--- config.mk ---
export PLATFORM = sky130hd
export DESIGN_NAME = cci_rd_arbiter
export DESIGN_NICKNAME = d
export VERILOG_FILES = /design/src/rtl/cci_arb_pkg.sv /design/src/rtl/tag_pool.sv /design/src/rtl/cci_rd_arbiter.sv
export SDC_FILE = /design/constraint.sdc
export NUM_CORES = 2
export LEC_CHECK = 0
export CAP_MARGIN = 20
export CORE_AREA = 2 2 543 545
export CTS_BUF_LIST = sky130_fd_sc_hd__clkbuf_4
export CTS_CLUSTER_DIAMETER = 60
export DETAILED_ROUTE_END_ITERATION = 6
export DIE_AREA = 0 0 545 547
export SYNTH_ARGS = -nofsm -noshare
export SYNTH_HDL_FRONTEND = slang
export SYNTH_SLANG_ARGS = --single-unit
--- constraint.sdc ---
create_clock -name CLK -period 11.6 [get_ports CLK]
set_input_delay 1.16 -clock CLK [delete_from_list [all_inputs] [get_ports CLK]]
set_output_delay 1.16 -clock CLK [all_outputs]
set_load 0.02 [all_outputs]
--- src/rtl/cci_arb_pkg.sv ---
// Shared types for the CCI-P c0 read arbiter: tag/client widths, FSM states, mdata packing.
package cci_arb_pkg;

  // Upper bounds for the parameterised arbiter; actual widths are narrower slices.
  localparam int unsigned MaxTagW = 8;
  localparam int unsigned MaxReq  = 8;

  typedef logic [MaxTagW-1:0] t_tag;
  typedef logic [2:0]         t_client_id;

  typedef enum logic [1:0] {
    StRun,
    StDrain,
    StDrained
  } t_state;

  function automatic logic [15:0] pack_mdata(input t_tag tag);
    return {8'h00, tag};
  endfunction

endpackage

--- src/rtl/tag_pool.sv ---
// Read-tag pool: in-use bitmap, lowest-free allocator, tag-to-client owner table and
// outstanding counter.
module tag_pool
  import cci_arb_pkg::*;
#(
  parameter int unsigned TAG_W = 6
) (
  input  logic             clk_i,
  input  logic             rst_ni,
  input  logic             alloc_i,
  input  t_client_id       alloc_owner_i,
  output logic             free_avail_o,
  output logic [TAG_W-1:0] alloc_tag_o,
  input  logic             free_i,
  input  logic [TAG_W-1:0] free_tag_i,
  output logic             tag_in_use_o,
  output t_client_id       tag_owner_o,
  output logic [TAG_W:0]   outstanding_o
);

  localparam int unsigned NumTags = 2 ** TAG_W;
  localparam logic [TAG_W:0] CntOne = {{TAG_W{1'b0}}, 1'b1};

  logic [NumTags-1:0] in_use_q, in_use_d;
  logic [TAG_W:0]     outstanding_q, outstanding_d;
  t_client_id         owner_q [NumTags];

  // Priority encoder over the registered bitmap, so a tag freed this cycle is not reused
  // until the next one.
  always_comb begin
    alloc_tag_o  = '0;
    free_avail_o = 1'b0;
    for (int i = int'(NumTags) - 1; i >= 0; i--) begin
      if (!in_use_q[i]) begin
        alloc_tag_o  = TAG_W'(i);
        free_avail_o = 1'b1;
      end
    end
  end

  assign tag_in_use_o  = in_use_q[free_tag_i];
  assign tag_owner_o   = owner_q[free_tag_i];
  assign outstanding_o = outstanding_q;

  always_comb begin
    in_use_d      = in_use_q;
    outstanding_d = outstanding_q;
    if (alloc_i) begin
      in_use_d[alloc_tag_o] = 1'b1;
    end
    if (free_i) begin
      in_use_d[free_tag_i] = 1'b0;
    end
    unique case ({alloc_i, free_i})
      2'b10:   outstanding_d = outstanding_q + CntOne;
      2'b01:   outstanding_d = outstanding_q - CntOne;
      default: outstanding_d = outstanding_q;
    endcase
  end

  always_ff @(posedge clk_i or negedge rst_ni) begin
    if (!rst_ni) begin
      in_use_q      <= '0;
      outstanding_q <= '0;
    end else begin
      in_use_q      <= in_use_d;
      outstanding_q <= outstanding_d;
    end
  end

  // Owner entries are only read while the matching in-use bit is set, so no reset needed.
  always_ff @(posedge clk_i) begin
    if (alloc_i) begin
      owner_q[alloc_tag_o] <= alloc_owner_i;
    end
  end

endmodule

--- src/rtl/cci_rd_arbiter.sv ---
// Round-robin arbiter sharing the CCI-P c0 read-request channel among client engines,
// with mdata tag allocation and response routing back to the issuing client.
module cci_rd_arbiter
  import cci_arb_pkg::*;
#(
  parameter int unsigned NUM_REQ = 4,
  parameter int unsigned TAG_W   = 6,
  parameter int unsigned AW      = 64
) (
  input  logic                        CLK,
  input  logic                        RST_N,
  input  logic [NUM_REQ-1:0]          req_valid,
  input  logic [NUM_REQ-1:0][AW-1:0]  req_addr,
  output logic [NUM_REQ-1:0]          req_ready,
  output logic [NUM_REQ-1:0]          rsp_valid,
  output logic [511:0]                rsp_data,
  output logic                        c0_req_valid,
  output logic [AW-1:0]               c0_req_addr,
  output logic [15:0]                 c0_req_mdata,
  input  logic                        c0_alm_full,
  input  logic                        c0_rsp_valid,
  input  logic [15:0]                 c0_rsp_mdata,
  input  logic [511:0]                c0_rsp_data,
  input  logic                        drain,
  output logic                        drained,
  output logic [TAG_W:0]              outstanding,
  output logic                        err_unexp_rsp
);

  t_state               state_q, state_d;
  t_client_id           rr_q, rr_d;
  logic                 c0_req_valid_q;
  logic [AW-1:0]        c0_req_addr_q, c0_req_addr_d;
  logic [15:0]          c0_req_mdata_q;
  logic [NUM_REQ-1:0]   rsp_valid_q, rsp_valid_d;
  logic [511:0]         rsp_data_q;
  logic                 err_q, err_d;

  logic                 found;
  t_client_id           winner;
  int unsigned          idx;
  logic                 grant_en, accept;
  logic                 free_avail;
  logic [TAG_W-1:0]     alloc_tag;
  logic [TAG_W-1:0]     rsp_tag;
  logic                 hdr_ok, tag_in_use, rsp_hit;
  t_client_id           tag_owner;
  logic [TAG_W:0]       outstanding_cnt;

  tag_pool #(
    .TAG_W (TAG_W)
  ) u_tag_pool (
    .clk_i         (CLK),
    .rst_ni        (RST_N),
    .alloc_i       (accept),
    .alloc_owner_i (winner),
    .free_avail_o  (free_avail),
    .alloc_tag_o   (alloc_tag),
    .free_i        (rsp_hit),
    .free_tag_i    (rsp_tag),
    .tag_in_use_o  (tag_in_use),
    .tag_owner_o   (tag_owner),
    .outstanding_o (outstanding_cnt)
  );

  // Round-robin search: first requester at or after rr_q, wrapping.
  always_comb begin
    found  = 1'b0;
    winner = '0;
    idx    = 0;
    for (int k = 0; k < int'(NUM_REQ); k++) begin
      idx = (int'(rr_q) + k) % NUM_REQ;
      if (!found && req_valid[idx]) begin
        found  = 1'b1;
        winner = t_client_id'(idx);
      end
    end
  end

  assign grant_en = (state_q == StRun) && !c0_alm_full && free_avail;
  assign accept   = grant_en && found;

  always_comb begin
    req_ready     = '0;
    c0_req_addr_d = '0;
    for (int k = 0; k < int'(NUM_REQ); k++) begin
      if (accept && (winner == t_client_id'(k))) begin
        req_ready[k]  = 1'b1;
        c0_req_addr_d = req_addr[k];
      end
    end
    rr_d = accept ? t_client_id'((int'(winner) + 1) % NUM_REQ) : rr_q;
  end

  // Nonzero mdata bits above the tag can never come from us, so treat them as unexpected.
  assign rsp_tag = c0_rsp_mdata[TAG_W-1:0];
  assign hdr_ok  = (c0_rsp_mdata >> TAG_W) == 16'h0000;
  assign rsp_hit = c0_rsp_valid && hdr_ok && tag_in_use;

  always_comb begin
    rsp_valid_d = '0;
    for (int k = 0; k < int'(NUM_REQ); k++) begin
      rsp_valid_d[k] = rsp_hit && (tag_owner == t_client_id'(k));
    end
    err_d = err_q || (c0_rsp_valid && !rsp_hit);
  end

  always_comb begin
    state_d = state_q;
    unique case (state_q)
      StRun: begin
        if (drain) state_d = StDrain;
      end
      StDrain: begin
        if (!drain) begin
          state_d = StRun;
        end else if (outstanding_cnt == '0) begin
          state_d = StDrained;
        end
      end
      StDrained: begin
        if (!drain) state_d = StRun;
      end
      default: state_d = StRun;
    endcase
  end

  always_ff @(posedge CLK or negedge RST_N) begin
    if (!RST_N) begin
      state_q        <= StRun;
      rr_q           <= '0;
      c0_req_valid_q <= 1'b0;
      c0_req_addr_q  <= '0;
      c0_req_mdata_q <= '0;
      rsp_valid_q    <= '0;
      rsp_data_q     <= '0;
      err_q          <= 1'b0;
    end else begin
      state_q        <= state_d;
      rr_q           <= rr_d;
      c0_req_valid_q <= accept;
      rsp_valid_q    <= rsp_valid_d;
      err_q          <= err_d;
      if (accept) begin
        c0_req_addr_q  <= c0_req_addr_d;
        c0_req_mdata_q <= pack_mdata(t_tag'(alloc_tag));
      end
      if (rsp_hit) begin
        rsp_data_q <= c0_rsp_data;
      end
    end
  end

  assign c0_req_valid  = c0_req_valid_q;
  assign c0_req_addr   = c0_req_addr_q;
  assign c0_req_mdata  = c0_req_mdata_q;
  assign rsp_valid     = rsp_valid_q;
  assign rsp_data      = rsp_data_q;
  assign drained       = (state_q == StDrained);
  assign outstanding   = outstanding_cnt;
  assign err_unexp_rsp = err_q;

endmodule

==> flow_summary.yaml <==
timing:
  clock.fmax_mhz: 161
  setup_viol: 0
  fin_crit_sh_pct: 53.5
  skew_ns: 0.202
  worst_pin_slew_ns: 1.26
  rsz0062_at_grt: "false"
  maxSlewViolCount: 0
  final.setup.tns_ns: 0
  relSlewSlack_pct: 15.5
  period_needed_ns: 6.21
  whs_ns: 0.484
  setup_slack_ns: 5.39
  finalHoldViolations: 0
floorplanning:
  pin_count: 1403
  coreArea_sq_um: 293000
  die_x_um: 545
  die_h_um: 547
  start_util_pct: 11.6
  dieArea_sq_um: 298000
  std_cell_rows: 199
cts:
  clkTransAtPathRegs_ns: 0.07
  cts_buffers: 239
  post_cts_resized: 0
  clockBufferDepth: 4
  clkSinkCount: 791
  tritoncts: "built"
  post-cts-setup-buffers: 0
  cts.root.buffer_cell: "clkbuf_4"
  clkLatencyLatePin_ns: 1.32
  htreeDepth: 4
critical_path:
  critPathMaxFanout: 68
  arrival_ns: 5.05
  worst_setup_path_end_kind: "output port"
  startpoint_type: "flop"
  critPathRequiredTime_ns: 10.44
  critPathKind: "flop to output port"
yosys:
  dominantRegCellSynth: "dfrtp_1"
  ys_warn_count: 0
  synth_edf_count: 128
  yosysSeqAreaShare_pct: 60.2
  ys_seq_elements: 791
  yosysTopAreaCellShare_pct: 48.8
  synth.distinct_cells: 84
  syn_inst: 2425
  synth_area_leaders: "dfrtp_1 49%, edfxtp_1 11%, mux2_1 9.5%"
  syn_area_per_cell_sq_um: 14.0
  ys_async_sr_fraction_pct: 83.8
  netlist_area_sq_um: 34000
  synth_common_cells: "663 x dfrtp_1, 288 x mux2_1, 245 x mux2_2, 128 x edfxtp_1, 122 x a21oi_1"
  synth_top_cell_by_area: "dfrtp_1"
  synth.most_common_cell: "dfrtp_1"
run:
  drv_cap: 0
global_route:
  grt_pass1_vias: 29900
  use_met1_pct: 15.0
  busiest_layer: "met2"
  grt_util_met2_pct: 25.2
  grt_first_pass_wirelength_mm: 282
  grtUsageTotal_pct: 14.0
  grt_overflow: 0
  antenna_found_initial: 138
  grt_max_degree: 153
  met3_usage_pct: 4.92
place:
  gp_congestion: 0.948
  io_buffers: 1392
  pre_cts_ws_ns: 5.12
  dp_hpwl_mm: 180
routing:
  vias: 28900
  wl_mm: 219
  wl_per_cell_um: 27.1
  viasPerCell: 3.57
  drtIter0Drc: 2070
  ant_nets: 0
  route.detailed.drc: 0
  first_pass_iters: 6
power:
  power.leakage_nw: 23.0
  seqPwrFrac_pct: 40.8
  p_comb_share_pct: 24.1
  power.density_nw_per_um2: 143
  ir_worst_vdd_uv: 82.6
  p_sw_w: 0.00271
  internal_power_w: 0.00520
  p_sw_share_pct: 34.2
  pwr-share-clk_pct: 35.1
layout:
  fillers: 31800
  syn_to_final_growth_pct: 62.7
  nets: 4752
  utilization_pct: 18.9
  drive_gt1_share_pct: 18.6
worst_hold_path:
  hold_class: "flop to flop"
outcome:
  status: "complete, no violations"
[timing repair]
action	4_1_cts	5_1_grt
endpoints found under the hold margin	88	0
endpoints found under the setup margin	0	0
hold buffers	1	0
[routing by layer]
layer / part of all wire [%] / wire length [um]
met5: 0.27 / 586
met1: 37 / 80000
met4: 3.8 / 8290
met2: 50 / 110000
met3: 9.0 / 19600
[kinds of logic (layout without fill, tap and decap cells)]
kind of cell,Yosys count,after routing,synth area share [%]
compound gates,460,460,10.5
xor+xnor,10,10,0.258
fa+ha+maj,7,7,0.258
buf+inv,183,1877,3.51
flops,791,791,60.2
mux,563,563,19.1
other cells,1,46,0.0110
simple gates,410,410,6.17
[per-stage QoR]
step	instances	instance area (sq um)	power, W
global route	8063	55200	0.00833
global placement	7625	52200	0.00518
CTS	8046	55200	0.00807
finish	8083	55300	0.00791
detailed placement	7628	52200	0.00518
floorplan	2434	34000	0.00404
[worst paths after layout]
check	startpoint	end	slack [ns]	cells after the start
max	rr_q[0]$_DFFE_PN0P_	req_ready[3]	5.39	11
min	err_unexp_rsp$_DFF_PN0_	err_unexp_rsp$_DFF_PN0_	0.48	1
max reg2reg	u_tag_pool.in_use_q[15]$_DFF_PN0_	rsp_data[202]$_DFFE_PN0P_	6.65	10
min reg2reg	err_unexp_rsp$_DFF_PN0_	err_unexp_rsp$_DFF_PN0_	0.48	1
max in group asynchronous	RST_N	u_tag_pool.in_use_q[35]$_DFF_PN0_	8.25	5
min in group asynchronous	RST_N	rsp_data[477]$_DFFE_PN0P_	0.62	2
[layout make-up]
class	count	area (sq um)	area share (%)
flip-flops and latches	791	20400	37.0
clock inverters	81	454	0.822
inverters	21	78.8	0.143
well taps	3919	4900	8.87
diodes	36	90.1	0.163
clock buffers	336	2520	4.56
multi-input cells	1460	12500	22.5
repair buffers	1439	14300	25.9
[power by group through the flow]
| stage | registers (W) | logic (W) | clock network, W |
|---|---|---|---|
| final | 0.00322 | 0.00191 | 0.00278 |
| after global routing | 0.00324 | 0.00202 | 0.00307 |
| after CTS | 0.00322 | 0.00192 | 0.00292 |
| after detailed placement | 0.00327 | 0.00191 | 0 |
| after global placement | 0.00327 | 0.00191 | 0 |
| after floorplan | 0.00337 | 0.000668 | 0 |
[flip-flops by register name, summed over array words and instances (netlist names)]
signal                    cells
state_q                       2
u_tag_pool.in_use_q          64
c0_req_valid                  1
u_tag_pool.outstanding_o      7
rsp_valid                     4
rsp_data                    512
c0_req_addr                  64
c0_req_mdata                  6
err_unexp_rsp                 1
rr_q                          2
u_tag_pool.owner_q          128
[worst max-delay path, stage by stage (launching register included)]
cell and delay (ns):
dfrtp_1 0.48, nor2_1 0.10, a21oi_1 0.14, o22ai_1 0.14, a21oi_4 0.13, buf_4 0.55
ha_2 0.29, buf_4 0.42, inv_1 0.08, buf_4 0.30, nor2_1 0.32, clkdlybuf4s50_1 0.69
[cell usage in the layout (no fill, tap or decap), types with 19 or more instances in the layout]
cell,count
clkbuf_4,336
o31ai_1,28
nand3_1,19
nor2_1,107
o21ai_1,42
clkdlybuf4s50_1,1389
clkinv_1,52
a221oi_1,26
nand2_1,106
a221oi_2,59
o221ai_1,41
nor3_1,22
dfrtp_1,663
edfxtp_1,128
a2bb2oi_1,23
buf_4,43
and3_1,33
o21ai_0,23
a31oi_1,19
diode_2,36
nor2b_1,40
a21oi_1,121
mux2_1,288
mux2_2,245
No activity file was read; power rests on OpenSTA's default activity.
